### config.mk
export PLATFORM = sky130hd
export DESIGN_NAME = hazard_scoreboard
export DESIGN_NICKNAME = d
export VERILOG_FILES = /design/src/rtl/hazard_scoreboard.sv
export SDC_FILE = /design/constraint.sdc
export NUM_CORES = 1
export LEC_CHECK = 0
export CORE_ASPECT_RATIO = 1.5
export CORE_MARGIN = 1
export CORE_UTILIZATION = 40
export DETAILED_ROUTE_END_ITERATION = 7
export HOLD_SLACK_MARGIN = 0.06
export PLACE_DENSITY = 0.73
export SYNTH_ARGS = -nofsm -noshare
export SYNTH_HDL_FRONTEND = slang
export SYNTH_SLANG_ARGS = --single-unit
### constraint.sdc
create_clock -name clk_i -period 2.65 [get_ports clk_i]
set_input_delay 0.3975 -clock clk_i [delete_from_list [all_inputs] [get_ports clk_i]]
set_output_delay 0.3975 -clock clk_i [all_outputs]
set_load 0.05 [all_outputs]
### src/rtl/hazard_scoreboard.sv
// Hazard unit: forwarding selects, load-use/branch stalls, multi-cycle op scoreboard, jump squash.
// Latency: all control outputs are combinational (zero cycles); scoreboard/counter/error state registered.
// Backpressure: stalls F/D and flushes E on any hazard; no handshake of its own.
module hazard_scoreboard #(
  parameter int REG_W  = 5,
  parameter int MD_LAT = 4,
  parameter int CNT_W  = 16
) (
  input  logic             clk_i,
  input  logic             rst_n_i,
  input  logic             branch_d_i,
  input  logic             jump_d_i,
  input  logic             md_d_i,
  input  logic             rfwrite_d_i,
  input  logic             memtorf_e_i,
  input  logic             rfwrite_e_i,
  input  logic             memtorf_m_i,
  input  logic             rfwrite_m_i,
  input  logic             rfwrite_w_i,
  input  logic             md_issue_e_i,
  input  logic [REG_W-1:0] rs_d_i,
  input  logic [REG_W-1:0] rt_d_i,
  input  logic [REG_W-1:0] writerf_d_i,
  input  logic [REG_W-1:0] rs_e_i,
  input  logic [REG_W-1:0] rt_e_i,
  input  logic [REG_W-1:0] writerf_e_i,
  input  logic [REG_W-1:0] writerf_m_i,
  input  logic [REG_W-1:0] writerf_w_i,
  output logic             stall_f_o,
  output logic             stall_d_o,
  output logic             flush_e_o,
  output logic             flush_d_o,
  output logic             forwardad_o,
  output logic             forwardbd_o,
  output logic [1:0]       forwardae_o,
  output logic [1:0]       forwardbe_o,
  output logic             md_busy_o,
  output logic             md_err_o,
  output logic [CNT_W-1:0] stall_cnt_o
);

  localparam logic [3:0] LP_MD_LAT = 4'(MD_LAT);

  logic [REG_W-1:0] r_md_dest;
  logic [3:0]       r_md_cnt;
  logic             r_md_err;
  logic [CNT_W-1:0] r_stall_cnt;

  logic w_lwstall;
  logic w_branchstall;
  logic w_mdstall;
  logic w_md_busy;
  logic w_stall;
  logic w_md_load;

  // E-stage source select: the younger M result takes priority over W.
  function automatic logic [1:0] fwd_sel(input logic [REG_W-1:0] src,
                                         input logic [REG_W-1:0] wr_m, input logic we_m,
                                         input logic [REG_W-1:0] wr_w, input logic we_w);
    logic [1:0] sel;
    sel = 2'b00;
    if (src != '0 && src == wr_m && we_m)      sel = 2'b10;
    else if (src != '0 && src == wr_w && we_w) sel = 2'b01;
    return sel;
  endfunction

  // Forwarding mux selects for E and D stages.
  always_comb begin
    forwardae_o = fwd_sel(rs_e_i, writerf_m_i, rfwrite_m_i, writerf_w_i, rfwrite_w_i);
    forwardbe_o = fwd_sel(rt_e_i, writerf_m_i, rfwrite_m_i, writerf_w_i, rfwrite_w_i);
    forwardad_o = (rs_d_i != '0) && (rs_d_i == writerf_m_i) && rfwrite_m_i;
    forwardbd_o = (rt_d_i != '0) && (rt_d_i == writerf_m_i) && rfwrite_m_i;
  end

  // Hazard detection; a busy scoreboard blocks readers, writers of the same
  // register and a new multi-cycle op unless it would issue on the writeback cycle.
  always_comb begin
    w_md_busy     = (r_md_cnt != 4'd0);
    w_lwstall     = memtorf_e_i && (rt_e_i != '0) &&
                    ((rs_d_i == rt_e_i) || (rt_d_i == rt_e_i));
    w_branchstall = branch_d_i &&
                    ((rfwrite_e_i && (writerf_e_i != '0) &&
                      ((writerf_e_i == rs_d_i) || (writerf_e_i == rt_d_i))) ||
                     (memtorf_m_i && (writerf_m_i != '0) &&
                      ((writerf_m_i == rs_d_i) || (writerf_m_i == rt_d_i))));
    w_mdstall     = w_md_busy &&
                    (((rs_d_i != '0) && (rs_d_i == r_md_dest)) ||
                     ((rt_d_i != '0) && (rt_d_i == r_md_dest)) ||
                     (rfwrite_d_i && (writerf_d_i == r_md_dest)) ||
                     (md_d_i && (r_md_cnt > 4'd1)));
    w_stall       = w_lwstall || w_branchstall || w_mdstall;
    w_md_load     = md_issue_e_i && (writerf_e_i != '0);
  end

  // Pipeline control; a stalled jump must not squash the instruction behind it.
  always_comb begin
    stall_f_o   = w_stall;
    stall_d_o   = w_stall;
    flush_e_o   = w_stall;
    flush_d_o   = jump_d_i && !w_stall;
    md_busy_o   = w_md_busy;
    md_err_o    = r_md_err;
    stall_cnt_o = r_stall_cnt;
  end

  // Scoreboard: a new issue overrides the countdown, so issuing on the writeback cycle is legal.
  always_ff @(posedge clk_i) begin
    if (!rst_n_i) begin
      r_md_dest <= '0;
      r_md_cnt  <= 4'd0;
    end else if (w_md_load) begin
      r_md_dest <= writerf_e_i;
      r_md_cnt  <= LP_MD_LAT;
    end else if (r_md_cnt != 4'd0) begin
      r_md_cnt  <= r_md_cnt - 4'd1;
    end
  end

  // Sticky error: an issue while the previous op still has more than its writeback cycle left.
  always_ff @(posedge clk_i) begin
    if (!rst_n_i)                            r_md_err <= 1'b0;
    else if (md_issue_e_i && r_md_cnt > 4'd1) r_md_err <= 1'b1;
  end

  // Saturating count of stalled cycles.
  always_ff @(posedge clk_i) begin
    if (!rst_n_i)                          r_stall_cnt <= '0;
    else if (w_stall && r_stall_cnt != '1) r_stall_cnt <= r_stall_cnt + 1'b1;
  end

endmodule
Word-level counts from Yosys, hierarchy flattened
Cells that the tools add are included.
{"block": "totals", "regBits": 26, "input_bits": 52, "output_inout_bits": 28, "elab_cells": 78}
{"block": "op_classes", "n_addsub": 2, "order_cmp": 1, "n_eq_ne": 16, "n_mux": 6, "n_bitwise": 1, "reduce_logical": 47}
{"operator": "5-bit == test", "n": 15}
{"operator": "5-bit nonzero test", "n": 6}
{"operator": "1-bit logical AND", "n": 28}
{"operator": "16-bit by 1-bit adder with 16-bit output, second input constant", "n": 1}
{"operator": "16-bit != test, second input constant", "n": 1}
{"operator": "1-bit logical OR", "n": 9}
{"operator": "3-bit two-way mux", "n": 2}
{"operator": "4-bit by 1-bit > comparator with 1-bit output, second input constant", "n": 1}
{"operator": "2-bit two-way mux", "n": 2}
{"operator": "4-bit nonzero test", "n": 1}
{"operator": "4-bit by 1-bit subtractor with 4-bit output, second input constant", "n": 1}
{"operator": "1-bit two-way mux", "n": 2}
{"operator": "2-bit nonzero test", "n": 1}
{"operator": "2-bit OR reduction", "n": 1}
{"operator": "1-bit logical NOT", "n": 1}
{"operator": "1-bit NOT", "n": 1}

Logic depth before layout (Yosys ltp)
{"block": "logic_depth", "depth_word": 9, "ltp_mapped": 10, "mapped_depth_nobuf": 9}

Worst setup path after synthesis
OpenSTA, ideal clock, no wires.
{"block": "synth_path", "path_kind": "input to output", "start": "input port rt_e_i[2]", "end": "output port forwardbe_o[0]", "t_arrival_ps": 3184, "required_time_ps": 2253, "slack_ps": -932, "cell_stages": 5, "path_buffers": 1, "path_cell_list": "clkbuf_1 -> or4_1 -> nor2_1 -> nor4_1 -> nor4_1"}
{"block": "synth_between", "elab_chain_len": 5, "word_cells_on_any_way": 9, "classes_between": "eq/ne (2); mux (2); reduce/logical (5)"}
{"item": "from (decl)", "line_no": "25", "text": "input logic [REG_W-1:0] rt_e_i,"}
{"item": "5-bit == test / 5-bit nonzero test (equally long branches)", "line_no": "63, 62"}
{"item": "1-bit logical AND (2 in a row)", "line_no": "63", "text": "else if (src != '0 && src == wr_w && we_w) sel = 2'b01;"}
{"item": "1-bit two-way mux", "line_no": "63"}
{"item": "2-bit two-way mux *", "line_no": "62", "text": "if (src != '0 && src == wr_m && we_m) sel = 2'b10;"}
{"item": "to (decl)", "line_no": "36", "text": "output logic [1:0] forwardbe_o,"}
Every way passes the cells marked *; elsewhere a longest branch is shown, timed or not.

Worst setup path in the final report
{"block": "layout_path", "start": "input port rs_e_i[1]", "end": "output port forwardae_o[0]"}
{"block": "layout_between", "elab_chain_len": 5, "word_cells_on_any_way": 9, "classes_between": "eq/ne (2); mux (2); reduce/logical (5)"}
{"item": "from (decl)", "line_no": "24", "text": "input logic [REG_W-1:0] rs_e_i,"}
{"item": "5-bit == test / 5-bit nonzero test (equally long branches)", "line_no": "63, 62"}
{"item": "1-bit logical AND (2 in a row)", "line_no": "63"}
{"item": "1-bit two-way mux", "line_no": "63"}
{"item": "2-bit two-way mux *", "line_no": "62"}
{"item": "to (decl)", "line_no": "35", "text": "output logic [1:0] forwardae_o,"}
Marked as above.

==> results.toml <==
[status]
status = "complete, no violations"

[cells_and_area]
num_antenna_cells = 0
design_area_um2 = 3710
drive_gt1_share_pct = 27.3
final_common_cell = "buf_4"
finalNetCount = 456
final.fill_count = 465
layout_common_cells = "buf_4 (57), clkdlybuf4s50_1 (45), xnor2_1 (43)"
area_growth_pct = 65.4

[synth]
synth-seq-cells = 26
synth_area_um2 = 2240
synth_edf_count = 0
yosysUniqueCellTypes = 50
synth_cells = 285
synth-main-ff-cell = "dfxtp_1"
yosysSeqAreaShare_pct = 23.2
yosysWarnings = 0
syn_avg_cell_area_um2 = 7.87
synthArstFlopShare_pct = 0
synthesis.nets = 340

[drt]
drt_wl_total_um = 7400
drc_errors = 0
via_count = 2484
wl_per_cell_um = 15.8
via_per_inst = 5.30
drtIter0Drc = 61
drt_first_pass_iters = 4
postRouteAntennaNets = 0

[floorplanning]
floorplan.io_pins = 80
die_x_um = 63.1
start_util_pct = 41.2
core_um2 = 5450
dieArea_um2 = 5920
rows = 33
die_y_um = 93.7

[setup_path]
slowest_stage = "or4_1"
start_kind = "input pin"
cp_max_fo = 2
crit_chain = "clkdlybuf4s50_1, or4_1, nor2_2, nor4_2, nor4_2, buf_12"
rrSetupSlack_ns = 0.19
cpMostUsedCell = "nor4_2"
crit_type = "input pin to output pin"
arrival_ns = 2.22
required_ns = 2.25
max_stage_delay_ns = 0.55
endpoint_kind = "output pin"

[power]
switchingPower_mw = 0.468
vdd_ir_drop_max_mv = 0.442
pwr-share-comb_pct = 50.0
p_int_mw = 0.832
p_sw_share_pct = 36.0
p_leak_nw = 1.54
pwr-share-seq_pct = 33.3
power.density_nw_per_um2 = 350
clock_power_share_pct = 16.6

[clock_network]
clock_latency_ns = 0.27
cts_tree = "done"
clkTransAtPathRegs_ns = 0.08
cts_max_level = 1
cts_made_buffers = 3
cts_root_buf = "clkbuf_8"
clock_tree.buffer_depth = 2
clock-sinks = 26

[job]
drv_cap = 0

[sta]
fin_worst_skew_ns = 0.00646
max_freq_mhz = 382
setup_violations = 0
max_slew_margin_pct = 66.6
hold_violations = 0
worst_pin_slew_ns = 0.500
finalCritPeriodShare_pct = 98.9
report.final.slew_viol_count = 0
timing.final.ws_setup_ns = 0.0295
timing.final.crit_period_ns = 2.62

[grt]
grt_pass1_vias = 2586
gr-total-overflow = 0
grt.total_usage_pct = 25.8
grt_first_pass_wirelength_um = 11900
grt_max_degree = 18
antenna_found_initial = 0

[placed_design]
dp_hpwl_um = 5780
placedInstanceArea_um2 = 3500
port_buffers = 79
place.gp.congestion = 0.853
dp_slack_ns = -0.209

[hold_path]
hold_class = "flip-flop to flip-flop"
==> power by group through the flow <==
stage | registers [mW] | logic (mW) | clock network, mW
detailed placement | 0.442 | 0.619 | 0
finish | 0.433 | 0.650 | 0.216
floorplan | 0.466 | 0.329 | 0
CTS | 0.433 | 0.650 | 0.221
global placement | 0.441 | 0.613 | 0
global route | 0.436 | 0.695 | 0.238
==> metrics by stage <==
stage	std cells	TNS, ns	total power [mW]	hold slack, ns	utilization (%)
final	469	0	1.30	0.479	68.1
after global placement	461	-1.77	1.05	0.459	64.3
after detailed placement	461	-1.58	1.06	0.464	64.3
after floorplan	285	-0.945	0.795	0.484	-
after global routing	469	-0.0503	1.37	0.511	68.1
after CTS	469	0	1.30	0.488	67.4
==> cell type report <==
| class | instances | area [um^2] | area share, % |
|---|---|---|---|
| clock buffer | 3 | 41.3 | 1.11 |
| inverter | 7 | 26.3 | 0.708 |
| multi-input combinational | 226 | 1710 | 46.0 |
| sequential | 26 | 520 | 14.0 |
| tap | 70 | 87.6 | 2.36 |
| timing repair buffer | 137 | 1330 | 35.8 |
==> routing by layer <==
layer	track usage (%)	routed length, um	up-vias
met2	50.5	4020	94
met5	0	0	-
met4	16.9	454	0
li1	-	-	1196
met1	23.9	2520	1162
met3	4.25	414	32
==> worst max-delay path, delay by kind of cell <==
family,cells,cell delay [ns]
buffers and inverters,2,0.62
AND/OR/NAND/NOR,4,1.20
==> flip-flops by register name, indices dropped and copies added (netlist names) <==
register / count
md_err_o: 1
r_md_cnt: 4
r_md_dest: 5
stall_cnt_o: 16
==> worst paths after layout <==
check,from,end,depth (start not counted)
setup / recovery,rs_e_i[1],forwardae_o[0],6
hold / removal,md_err_o,md_err_o,2
setup reg to reg,r_md_dest[1],stall_cnt_o[7],12
hold reg to reg,md_err_o,md_err_o,2
==> synth_stat cells (9+ instances only) <==
cell type   n  share of area [%]
a21oi_1    11                2.5
nand2_1    28                4.7
nor3_1     10                2.2
clkbuf_1   11                1.8
nand4_1     9                2.5
dfxtp_1    26                 23
buf_2       9                2.0
xnor2_1    44                 17
xor2_1     30                 12
nand3_1    14                3.1
nor2_1     24                4.0
==> cell families after synthesis <==
group / synth area share (%)
buffers and inverters: 7.25
AND/OR/NAND/NOR: 25.2
multiplexers: 2.73
flip-flops: 23.2
XOR/XNOR: 28.9
AO/OA/AOI/OAI: 11.0
adder cells (fa/ha/maj): 1.67
==> repair_timing <==
| item | CTS | global route |
|---|---|---|
| hold buffers | 0 | 0 |
| resized for setup | 51 | 13 |
| buffers inserted | 6 | 0 |
| pin swaps | 17 | 7 |
| endpoints found under the setup margin | 5 | 18 |
Note: power is estimated with default switching activity, not from simulation.
